**src/rtl/logic_sweep_pkg.sv**
```systemverilog
// Shared types and constants for the logic sweep controller and its settle timer.
package logic_sweep_pkg;

    typedef enum logic [1:0] {
        StIdle,
        StSettle,
        StCapture,
        StDone
    } sweep_state_e;

    localparam int unsigned MAX_SETTLE_CYCLES = 15;
    localparam int unsigned SETTLE_CNT_W      = 4;

    // One signature bit per {sel, a, b} combination.
    function automatic int unsigned res_width(input int unsigned sel_w);
        return 32'd1 << (sel_w + 2);
    endfunction

endpackage

```
**src/rtl/logic_sweep_controller_settle_timer.sv**
```systemverilog
// Loadable down-counter that flags terminal count; clear has priority over load.
module settle_timer #(
    parameter int unsigned CNT_W = 4
) (
    input  logic             clk,
    input  logic             rst_n,
    input  logic             clr_i,
    input  logic             load_i,
    input  logic [CNT_W-1:0] load_val_i,
    output logic             tc_o
);

    logic [CNT_W-1:0] cnt_q, cnt_d;

    always_comb begin
        cnt_d = cnt_q;
        if (clr_i) begin
            cnt_d = '0;
        end else if (load_i) begin
            cnt_d = load_val_i;
        end else if (cnt_q != '0) begin
            cnt_d = cnt_q - CNT_W'(1);
        end
    end

    always_ff @(posedge clk or negedge rst_n) begin
        if (!rst_n) begin
            cnt_q <= '0;
        end else begin
            cnt_q <= cnt_d;
        end
    end

    assign tc_o = (cnt_q == '0);

endmodule

```
**src/rtl/logic_sweep_controller.sv**
```systemverilog
// Walks {sel, a, b} through every combination, samples y_in after a settle interval
// and compares the packed truth-table signature against an expected value.
module logic_sweep_controller
    import logic_sweep_pkg::*;
#(
    parameter int unsigned SEL_W         = 3,
    parameter int unsigned SETTLE_CYCLES = 2,
    localparam int unsigned RES_W        = res_width(SEL_W)
) (
    input  logic             clk,
    input  logic             rst_n,
    input  logic             start,
    input  logic             abort,
    input  logic [RES_W-1:0] exp_sig,
    input  logic             y_in,
    output logic             a_out,
    output logic             b_out,
    output logic [SEL_W-1:0] sel_out,
    output logic             busy,
    output logic             done,
    output logic [RES_W-1:0] result,
    output logic             result_valid,
    output logic             pass
);

    localparam int unsigned IDX_W = SEL_W + 2;
    localparam logic [IDX_W-1:0] LAST_IDX = IDX_W'(RES_W - 1);
    // Timer holds SETTLE for SETTLE_CYCLES-1 cycles; CAPTURE supplies the last one.
    localparam logic [SETTLE_CNT_W-1:0] SETTLE_LOAD =
        (SETTLE_CYCLES > 1) ? SETTLE_CNT_W'(SETTLE_CYCLES - 2) : '0;
    localparam bit HAS_SETTLE = (SETTLE_CYCLES > 1);

    if (SETTLE_CYCLES < 1 || SETTLE_CYCLES > MAX_SETTLE_CYCLES) begin : g_bad_settle
        $error("SETTLE_CYCLES out of range");
    end

    sweep_state_e     state_q, state_d;
    logic [IDX_W-1:0] k_q, k_d;
    logic [RES_W-1:0] result_q, result_d;
    logic [RES_W-1:0] exp_q, exp_d;
    logic             valid_q, valid_d;
    logic             pass_q, pass_d;
    logic             tmr_load, tmr_clr, tmr_tc;

    settle_timer #(
        .CNT_W (SETTLE_CNT_W)
    ) u_settle_timer (
        .clk        (clk),
        .rst_n      (rst_n),
        .clr_i      (tmr_clr),
        .load_i     (tmr_load),
        .load_val_i (SETTLE_LOAD),
        .tc_o       (tmr_tc)
    );

    always_comb begin
        state_d  = state_q;
        k_d      = k_q;
        result_d = result_q;
        exp_d    = exp_q;
        valid_d  = valid_q;
        pass_d   = pass_q;
        tmr_load = 1'b0;
        tmr_clr  = 1'b0;

        if (abort && state_q != StIdle) begin
            state_d  = StIdle;
            k_d      = '0;
            result_d = '0;
            valid_d  = 1'b0;
            pass_d   = 1'b0;
            tmr_clr  = 1'b1;
        end else begin
            unique case (state_q)
                StIdle: begin
                    if (start && !abort) begin
                        exp_d    = exp_sig;
                        result_d = '0;
                        valid_d  = 1'b0;
                        pass_d   = 1'b0;
                        k_d      = '0;
                        if (HAS_SETTLE) begin
                            state_d  = StSettle;
                            tmr_load = 1'b1;
                        end else begin
                            state_d = StCapture;
                        end
                    end
                end
                StSettle: begin
                    if (tmr_tc) begin
                        state_d = StCapture;
                    end
                end
                StCapture: begin
                    result_d[k_q] = y_in;
                    if (k_q == LAST_IDX) begin
                        state_d = StDone;
                        k_d     = '0;
                        valid_d = 1'b1;
                        pass_d  = (result_d == exp_q);
                    end else begin
                        k_d = k_q + IDX_W'(1);
                        if (HAS_SETTLE) begin
                            state_d  = StSettle;
                            tmr_load = 1'b1;
                        end
                    end
                end
                StDone: begin
                    state_d = StIdle;
                end
                default: begin
                    state_d = StIdle;
                end
            endcase
        end
    end

    always_ff @(posedge clk or negedge rst_n) begin
        if (!rst_n) begin
            state_q  <= StIdle;
            k_q      <= '0;
            result_q <= '0;
            exp_q    <= '0;
            valid_q  <= 1'b0;
            pass_q   <= 1'b0;
        end else begin
            state_q  <= state_d;
            k_q      <= k_d;
            result_q <= result_d;
            exp_q    <= exp_d;
            valid_q  <= valid_d;
            pass_q   <= pass_d;
        end
    end

    // k_q is forced to zero outside a sweep, so the stimulus is taken straight from it.
    assign b_out        = k_q[0];
    assign a_out        = k_q[1];
    assign sel_out      = k_q[IDX_W-1:2];
    assign busy         = (state_q == StSettle) || (state_q == StCapture);
    assign done         = (state_q == StDone);
    assign result       = result_q;
    assign result_valid = valid_q;
    assign pass         = pass_q;

endmodule

```
**config.mk**
```make
export PLATFORM = sky130hd
export DESIGN_NAME = logic_sweep_controller
export DESIGN_NICKNAME = d
export VERILOG_FILES = /design/src/rtl/logic_sweep_pkg.sv /design/src/rtl/logic_sweep_controller_settle_timer.sv /design/src/rtl/logic_sweep_controller.sv
export SDC_FILE = /design/constraint.sdc
export NUM_CORES = 1
export LEC_CHECK = 0
export CAP_MARGIN = 25
export CORE_MARGIN = 8
export CORE_UTILIZATION = 58
export DETAILED_ROUTE_END_ITERATION = 8
export DONT_BUFFER_PORTS = 1
export PLACE_DENSITY = 0.86
export SLEW_MARGIN = 20
export SYNTH_ARGS = -nofsm -noshare
export SYNTH_HDL_FRONTEND = slang
export SYNTH_SLANG_ARGS = --single-unit
```
**constraint.sdc**
```tcl
create_clock -name clk -period 2.3 [get_ports clk]
set_input_delay 0.23 -clock clk [delete_from_list [all_inputs] [get_ports clk]]
set_output_delay 0.23 -clock clk [all_outputs]
set_load 0.1 [all_outputs]
```
==> key figures, run 1 <==
Power
  – Peak supply drop: 714.1 uV
  – Leak Pwr: 2.467 nW
  – Power per cell area: 965.5 nW/um^2

Floorplan
  – IO Count: 78
  – # rows: 32
  – Initial Util: 59.24%
  – Die Height: 104.6 um
  – Die area: 10940 um^2
  – Core area: 7687 um^2
  – Die width: 104.6 um

Clocking
  – Num CTS Buffers: 9
  – CTS tree: yes
  – Clk slew on worst S/H paths: 0.08 ns
  – Longest Clk Path Bufs: 2
  – CTS Sinks: 77
  – Worst-skew pair later-pin latency: 0.36 ns
  – Root buf cell: clkbuf_8
  – H-tree levels: 3

Synthesis
  – Number of synthesized flops with an enable pin: 0
  – Cell taking the most area after synthesis: dfrtp_1
  – Post-synth top area share: 42.31%
  – Syn Area/Cell: 11.03 um^2
  – Main synth FF type: dfrtp_1
  – Sequential area share after synthesis: 42.31%
  – Syn Nets: 463
  – Synth cell count leaders: dfrtp_1, mux2_2, mux2i_1
  – Count leader, synth: dfrtp_1
  – Synth area leaders: dfrtp_1, mux2_2, mux2i_1
  – Mapped Cells: 413
  – Asr flop ratio synth: 100.0%
  – Post-Syn Area: 4554 um^2
  – Synth cell types: 51
  – Seq cells post-synth: 77
  – Yosys warning count: 0

Timing
  – Crit path time final: 2.286 ns
  – Setup Viol. Count Final: 0
  – Final hold slack: 0.005444 ns
  – Period utilization: 99.37%
  – Fin. Hold Viols: 0
  – Slew HR: 73.61%
  – Final setup margin: 0.01445 ns
  – Clk_skew: 0.01095 ns
  – Tightest Pin Transition: 0.3949 ns
  – RSZ-0062 raised after global routing: true
  – Slew Limit Fails: 0
  – Highest clock rate: 437.5 MHz

Placed design
  – DP HPWL: 8424 um
  – Post-Place Setup Slack: -0.1457 ns
  – Port Buffer Count: 0
  – Final GP Congestion: 0.8752

Worst setup path
  – Critical Path AT: 2.57 ns
  – CP startpoint kind: register
  – Endpoint class of the critical path: register
  – Worst r2r src: k_q[0]
  – FF-to-FF End: pass
  – R2R Setup Slk: 0.01 ns
  – Worst R2R Path Depth: 9
  – Crit Path Category: reg2reg
  – Critical Path Fanout Max: 3
  – Required time worst endpoint: 2.58 ns

Drt
  – DR iter-0 viols: 349
  – Drt total wl: 12720 um
  – Vias/cell: 6.347
  – Wire length per cell: 21.74 um
  – Vias: 3713
  – Post-DRT Antenna Nets: 0
  – Drt pass-1 iters: 5
  – # DRC: 0

Worst hold path
  – Hold_sp: exp_sig[13]
  – Hold-critical path depth: 1
  – Worst Hold Path EP: exp_q[13]
  – Hold Crit Class: in2reg

Global route
  – Vias in the first global route: 3626
  – Gr usage total: 21.81%
  – Initial antenna violation count: 0
  – First-pass GRT wire length: 19350 um
  – Largest net degree at the start of global routing: 78
  – GRT Residual Overflow: 0

Layout
  – Nets: 528
  – Share of cells above drive strength 1: 36.44%
  – Inserted Diodes: 0
  – Area Growth Syn to Fin: 21.76%
  – Post-Route Utilization: 72.14%

Job
  – Max-cap viol count: 0

Run status
  – Status: complete, no violations
## critical path, stage by stage, from the launching register on
cell	delay, ns
dfrtp_4	0.51
inv_4	0.09
ha_2	0.20
buf_4	0.12
and4bb_2	0.28
mux2i_1	0.22
o22ai_1	0.09
nor4_1	0.30
nand4_1	0.18
o31ai_2	0.21
## cells by family after synthesis
group / Yosys count / synth area share [%]
adders and majority gates: 13 / 3.572
buffers and inverters: 46 / 5.522
xor gates and xnor gates: 30 / 5.769
DFF: 77 / 42.31
AOI/OAI and AO/OA: 88 / 12.42
and+or+nand+nor: 95 / 15.19
muxes: 64 / 15.22
## power by group
part,switching [W],leakage (nW),total (W),internal (W)
logic,0.00135,1.38,0.00237,0.00103
registers,0.000315,0.994,0.00200,0.00169
clock network,0.000527,0.0953,0.000978,0.000451
## flip-flops by register name, summed over array words and instances, names as in the netlist
signal and count:
exp_q 32, k_q 5, state_q 2, result 32, result_valid 1, u_settle_timer.cnt_q 4
pass 1
## metrics by stage
stage / instances / setup TNS, ns / power, W / instance area [um^2]
final: 585 / 0 / 0.005354 / 5545
after global routing: 585 / -0.1397 / 0.005605 / 5545
after CTS: 572 / 0 / 0.005166 / 5388
after detailed placement: 551 / -0.1457 / 0.004081 / 5067
after global placement: 551 / -0.06281 / 0.003986 / 5067
after floorplan: 413 / 0 / 0.003529 / 4612
## cells in the final DEF (no fill, tap or decap), types with 6 or more instances in the layout
cell type,instances
a21oi_1,14
a22o_1,17
and4bb_2,10
buf_4,79
clkbuf_8,11
dfrtp_1,71
ha_1,8
inv_1,14
mux2_2,32
mux2i_1,27
nand2_1,15
nand2b_1,6
nand4b_1,7
nor2_1,10
o21ai_0,28
o22ai_1,11
xnor2_1,27
## metal layers
metal / routed length, um / GRT usage (%) / vias up
met4: 269 / 8.053 / 0
met1: 5099 / 26.87 / 1859
met2: 6283 / 35.70 / 173
li1: - / - / 1653
met5: 0 / 0 / -
met3: 1063 / 6.265 / 28
## worst max-delay path by stage
| stage | startpoint | cells past startpoint | end | slack, ns |
|---|---|---|---|---|
| after global routing | k_q[0] | 9 | pass | -0.12 |
| after detailed placement | k_q[0] | 9 | pass | -0.15 |
| after CTS | k_q[1] | 8 | pass | 0.008 |
| final | k_q[0] | 9 | pass | 0.01 |
| after floorplan | k_q[1] | 8 | pass | 0.002 |
| after global placement | k_q[0] | 9 | pass | -0.06 |
## final cells by class
class / count / area, um^2
inverters: 16 / 67.56
clock buffers: 11 / 151.4
repair buffers: 84 / 681.9
fillers: 520 / 2142
multi-input cells: 290 / 2540
clock inverters: 5 / 35.03
well taps: 102 / 127.6
flip-flops and latches: 77 / 1942
## what timing repair did
action,CTS,global route
setup endpoints to repair,1,17
pin swaps,3,12
setup buffers,3,13
hold buffers,2,0
gates resized for setup,12,16
endpoints found under the hold margin,77,0
(Power assumes the default switching activity.)
==> run 2: changes to the inputs <==
--- a/config.mk
+++ b/config.mk
@@ -5,6 +5,7 @@
 export SDC_FILE = /design/constraint.sdc
 export NUM_CORES = 1
 export LEC_CHECK = 0
+export ABC_CLOCK_PERIOD_IN_PS = 2300
 export CAP_MARGIN = 25
 export CORE_MARGIN = 8
 export CORE_UTILIZATION = 58
==> constraint.sdc (replaced) <==
create_clock -name clk -period 2.3 [get_ports clk]
set_input_delay 0.23 -clock clk [delete_from_list [all_inputs] [get_ports clk]]
set_output_delay 0.23 -clock clk [all_outputs]
set_load 0.01 [all_outputs]
==> run 2 against run 1 <==
  * Clock-buffer cell count shrank 1
  * Sequential power hardly changed
  * Die area is the same
  * Design area is 6.9% lower
  * Worst setup slack improved by 0.0093 ns
  * Clock skew is 0.0027 ns lower
  * Global-route usage is 0.50 points lower
  * Combinational power decreased by 16%
  * Maximum frequency increased by 0.41%
  * Utilization decreased by 5.0 points
  * Wire length shrank 5.2%
  * Clock power increased by 19%
  * Critical endpoint unchanged
==> key figures, run 2 (same netlist as run 1, synthesis figures left out) <==
Drt
  – DR iter-0 viols: 248
  – Vias: 3451
  – Drt pass-1 iters: 4
  – Wire length per cell: 22.45 um
  – # DRC: 0
  – Vias/cell: 6.426
  – Drt total wl: 12050 um
  – Post-DRT Antenna Nets: 0

Clocking
  – Longest Clk Path Bufs: 2
  – Worst-skew pair later-pin latency: 0.37 ns
  – Num CTS Buffers: 9
  – H-tree levels: 3
  – CTS Sinks: 77
  – Clk slew on worst S/H paths: 0.08 ns
  – CTS tree: yes
  – Root buf cell: clkbuf_8

Worst setup path
  – Critical Path Fanout Max: 3
  – Endpoint class of the critical path: register
  – Crit. Startpoint: k_q[0]
  – Critical Path AT: 2.55 ns
  – CP startpoint kind: register
  – Worst r2r src: k_q[0]
  – Required time worst endpoint: 2.57 ns
  – Crit Path Category: reg2reg

Timing
  – Slew Limit Fails: 0
  – RSZ-0062 raised after global routing: true
  – Final setup margin: 0.02379 ns
  – Tightest Pin Transition: 0.4164 ns
  – Slew HR: 72.18%
  – Fin. Hold Viols: 0
  – Crit path time final: 2.276 ns
  – Final hold slack: 0.004733 ns
  – Highest clock rate: 439.3 MHz
  – Period utilization: 98.97%
  – Clk_skew: 0.008248 ns
  – Setup Viol. Count Final: 0

Placed design
  – Final GP Congestion: 0.8724
  – Port Buffer Count: 0
  – Placed Cells: 516
  – Post-Place Setup Slack: -0.04935 ns
  – DP HPWL: 8162 um

Worst hold path
  – Hold Crit Class: in2reg
  – Hold_sp: exp_sig[23]

Global route
  – Gr usage total: 21.31%
  – Largest net degree at the start of global routing: 78
  – GRT Residual Overflow: 0
  – Vias in the first global route: 3457
  – First-pass GRT wire length: 18630 um
  – Initial antenna violation count: 0

Floorplan
  – Die area: 10940 um^2
  – Die width: 104.6 um
  – Core area: 7687 um^2
  – # rows: 32
  – Initial Util: 59.24%
  – IO Count: 78
  – Die Height: 104.6 um

Power
  – Clk network pwr share: 22.7%
  – Combinational Power Share: 38.5%
  – Leak Pwr: 2.211 nW
  – Peak supply drop: 666.6 uV
  – Sw Ratio: 36.24%
  – Psw: 0.001860 W
  – Int Pwr: 0.003272 W
  – Sequential share of power: 38.8%
  – Power per cell area: 994.3 nW/um^2
  – Final Power: 0.005132 W

Layout
  – Nets: 480
  – Inserted Diodes: 0
  – Final Non-Filler Cells: 537
  – Fillers: 558
  – Footprint of the multi-input gates: 2486 um^2
  – Most frequent cells in the layout: dfrtp_1, mux2_2, o21ai_0
  – Most common cell after layout, fill and taps aside: dfrtp_1
  – Area Growth Syn to Fin: 13.32%
  – Storage element area: 1927 um^2
  – Share of cells above drive strength 1: 26.67%

Job
  – Max-cap viol count: 0

Run status
  – Status: complete, no violations
## run 2: cell types whose count changed in the layout (fill, tap and decap cells not counted), sizes merged
| cell | previous run | this run |
|---|---|---|
| buf | 83 | 34 |
| bufinv | 0 | 2 |
| clkbuf | 11 | 10 |
| clkinv | 4 | 3 |
| dlygate4sd3 | 1 | 2 |
## run 2: power by group through the flow
stage | clock [W] | sequential [W] | combinational, W
2_1_floorplan | 0 | 0.00192 | 0.00128
3_3_place_gp | 0 | 0.00199 | 0.00172
3_5_place_dp | 0 | 0.00201 | 0.00177
4_1_cts | 0.00116 | 0.00198 | 0.00184
5_1_grt | 0.00122 | 0.00203 | 0.00213
6_report | 0.00116 | 0.00199 | 0.00198
## run 2: cell type report
| type | instances | share of cell area (%) |
|---|---|---|
| Multi-Input combinational cell | 290 | 48.17 |
| Clock inverter | 6 | 1.673 |
| Clock buffer | 10 | 2.667 |
| Inverter | 16 | 1.164 |
| Timing Repair Buffer | 36 | 6.521 |
| Tap cell | 102 | 2.473 |
| Sequential cell | 77 | 37.33 |
## run 2: worst max-delay path: stages, from the launching register on
cell      delay, ns
dfrtp_1        0.38
buf_4          0.15
ha_4           0.15
nor4bb_4       0.29
mux2i_1        0.34
xnor2_1        0.13
nor4_1         0.33
nand4_1        0.19
o31ai_2        0.21
## run 2: path summary, 6_finish.rpt
check                                  to  slack [ns]  cells after the start
worst max-delay path                 pass        0.02                      8
worst min-delay path            exp_q[23]       0.005                      1
worst max register to register       pass        0.02                      8
worst min register to register  exp_q[30]        0.54                      1
max in group asynchronous       result[7]        1.57                      2
min in group asynchronous        exp_q[2]        0.43                      2
## run 2: routing by layer
| layer | GRT usage [%] | routed length [um] | vias up |
|---|---|---|---|
| li1 | - | - | 1558 |
| met3 | 7.371 | 1107 | 21 |
| met4 | 7.339 | 230 | 0 |
| met1 | 25.61 | 4934 | 1718 |
| met5 | 0 | 0 | - |
| met2 | 34.93 | 5782 | 154 |
## run 2: stage by stage
stage / cell area (um^2) / utilization, % / TNS [ns]
final: 5161 / 67.14 / 0
after global routing: 5161 / 67.14 / -0.06541
after CTS: 5049 / 65.67 / 0
after detailed placement: 4761 / 61.93 / -0.04935
after global placement: 4761 / 61.93 / 0
after floorplan: 4554 / - / 0
## run 2: repair_timing
action / in CTS / in global routing
pin swaps: 0 / 4
hold buffers: 2 / 1
setup buffers: 1 / 1
endpoints found under the hold margin: 77 / 1
resized for setup: 3 / 19
endpoints found under the setup margin: 1 / 3
==> run 3: changes to the inputs <==
--- a/config.mk
+++ b/config.mk
@@ -15,4 +15,5 @@
 export SLEW_MARGIN = 20
 export SYNTH_ARGS = -nofsm -noshare
 export SYNTH_HDL_FRONTEND = slang
+export SYNTH_HIERARCHICAL = 1
 export SYNTH_SLANG_ARGS = --single-unit
==> run 3 against run 2 <==
  * The flow now finishes with violations (negative setup slack)
  * Clock-buffer cell count shrank 1
  * Critical endpoint unchanged
  * Clock skew grew 0.0029 ns
  * Via count increased by 25%
==> key figures, run 3 <==
Synthesis
  – Main synth FF type: dfrtp_1
  – Multiplexer area fraction after synthesis: 12.85%
  – Synth area leaders: dfrtp_1, mux2_2, mux2i_1
  – Post-Synth Simple-Gate Area: 18.76%
  – Yosys warning count: 6
  – Compound-Gate Fraction of Synth Area: 15.49%
  – Synth cell types: 64
  – Number of synthesized flops with an enable pin: 0
  – Largest family of logic cells by synthesized area: simple AND/OR/NAND/NOR gates
  – Mapped Cells: 481
  – Post-synthesis adder-cell area fraction: 3.657%
  – XOR/XNOR Fraction of Synth Area: 2.377%
  – Syn Area/Cell: 9.958 um^2
  – Count leader, synth: dfrtp_1
  – Synth cell count leaders: dfrtp_1, inv_1, mux2_2
  – Asr flop ratio synth: 100.0%
  – Post-Syn Area: 4790 um^2
  – Post-synth top area share: 40.23%
  – Sequential area share after synthesis: 40.23%
  – Seq cells post-synth: 77
  – Cell taking the most area after synthesis: dfrtp_1

Drt
  – Post-DRT Antenna Nets: 0
  – Wire length per cell: 21.88 um
  – # DRC: 0
  – Drt total wl: 14400 um
  – Vias/cell: 6.573
  – Vias: 4325
  – DR iter-0 viols: 429
  – Drt pass-1 iters: 6

Timing
  – Highest clock rate: 396.9 MHz
  – Crit path time final: 2.520 ns
  – Final setup margin: -0.2196 ns
  – RSZ-0062 raised after global routing: true
  – Period utilization: 109.5%
  – Clk_skew: 0.01117 ns
  – Fin. Hold Viols: 0
  – Slew Limit Fails: 0
  – Setup Viol. Count Final: 2

Layout
  – Nets: 600
  – Most common cell after layout, fill and taps aside: dfrtp_1
  – Area Growth Syn to Fin: 24.37%
  – Footprint of the multi-input gates: 2786 um^2
  – Storage element area: 1932 um^2
  – Inserted Diodes: 0
  – Share of cells above drive strength 1: 30.56%
  – Post-Route Utilization: 73.61%
  – Fillers: 557
  – Most frequent cells in the layout: dfrtp_1, buf_4, mux2_2

Clocking
  – H-tree levels: 3
  – Clk slew on worst S/H paths: 0.09 ns
  – CTS tree: yes
  – CTS Sinks: 77
  – Num CTS Buffers: 9
  – Worst-skew pair later-pin latency: 0.36 ns
  – Root buf cell: clkbuf_8
  – Longest Clk Path Bufs: 2

Job
  – Max-cap viol count: 0

Worst setup path
  – Critical Path Fanout Max: 6
  – FF-to-FF End: pass
  – Endpoint class of the critical path: register
  – Worst R2R Path Depth: 9
  – Required time worst endpoint: 2.58 ns
  – R2R Setup Slk: -0.22 ns
  – Crit Path Category: reg2reg
  – Worst r2r src: k_q[0]
  – CP startpoint kind: register
  – Critical Path AT: 2.80 ns

Floorplan
  – Die area: 11420 um^2
  – IO Count: 78
  – Core area: 8093 um^2
  – Die width: 106.9 um
  – Die Height: 106.9 um
  – # rows: 33
  – Initial Util: 59.18%

Worst hold path
  – Hold Crit Class: in2reg
  – Worst Hold Path EP: exp_q[23]
  – Hold-critical path depth: 1
  – Hold_sp: exp_sig[23]

Global route
  – Initial antenna violation count: 0
  – Largest net degree at the start of global routing: 78
  – First-pass GRT wire length: 22710 um
  – GRT Residual Overflow: 0
  – Vias in the first global route: 4341
  – Gr usage total: 25.17%

Power
  – Final Power: 0.005012 W
  – Peak supply drop: 525.1 uV
  – Power per cell area: 841.4 nW/um^2
  – Leak Pwr: 2.512 nW

Placed design
  – DP HPWL: 9798 um
  – Port Buffer Count: 0
  – Final GP Congestion: 0.9306

Run status
  – Violated checks: negative setup slack
  – Status: finished with violations
run 3: changes by cell type after synthesis, sizes merged, moves of 10 or more:
cell,previous run,this run
a21oi,14,26
a22o,17,2
inv,16,32
nand2,15,25
xnor2,28,1
xor2,2,12
run 3: stage by stage:
stage,TNS [ns],hold slack [ns],std cells,worst slack [ns],instance area (um^2)
2_1_floorplan,0,-0.06559,484,0.007880,4882
3_3_place_gp,-0.1663,-0.06229,624,-0.1663,5389
3_5_place_dp,-0.2024,-0.06279,624,-0.2024,5389
4_1_cts,-0.1093,0.006569,647,-0.1093,5749
5_1_grt,-0.4124,0.0008634,658,-0.2922,5957
6_report,-0.2551,0.009742,658,-0.2196,5957
run 3: worst max-delay path by stage:
stage,start,to,slack (ns)
after floorplan,state_q[0],pass,0.008
after CTS,k_q[0],pass,-0.11
final,k_q[0],pass,-0.22
after detailed placement,k_q[1],pass,-0.20
after global routing,k_q[0],pass,-0.29
after global placement,k_q[3],pass,-0.17
run 3: timing repair:
action | in CTS | in global routing
gates resized for setup | 16 | 21
buffers inserted | 4 | 5
pin swaps | 9 | 10
hold buffers | 4 | 6
hold endpoints to repair | 79 | 6
endpoints found under the setup margin | 2 | 6
run 3: report_power, final:
part | total, W | internal (W) | switching [W] | leakage, nW
clock network | 0.00114 | 0.000605 | 0.000532 | 0.101
registers | 0.00206 | 0.00170 | 0.000357 | 0.990
logic | 0.00182 | 0.000926 | 0.000893 | 1.42
run 3: layer usage:
layer / wire length [um] / global-route usage (%) / vias up
met1: 5637 / 30.99 / 2114
met5: 0 / 0 / -
li1: - / - / 1905
met3: 1358 / 7.678 / 54
met2: 6860 / 39.25 / 252
met4: 540 / 12.66 / 0
run 3: cells by family after synthesis:
kind of cell / count (synthesis)
other: 1
AND/OR/NAND/NOR: 136
XOR/XNOR: 13
multiplexers: 57
flip-flops: 77
AO/OA/AOI/OAI: 117
buffers and inverters: 66
adder cells (fa/ha/maj): 14
run 3: area by class of cell:
type,count,share of cell area [%]
clock buffer,9,2.079
clock inverter,6,1.491
inverter,33,2.184
multi-input combinational,341,46.78
sequential,77,32.43
tap,105,2.205
timing repair buffer,87,12.83
run 3: critical path, stage by stage (launching register included):
cell and delay [ns]:
dfrtp_2 0.51, inv_4 0.12, buf_4 0.12, ha_4 0.14, nor4b_4 0.26, mux2i_1 0.28, xor2_1 0.18, nand3_1 0.13
or4_1 0.49, o31ai_1 0.20
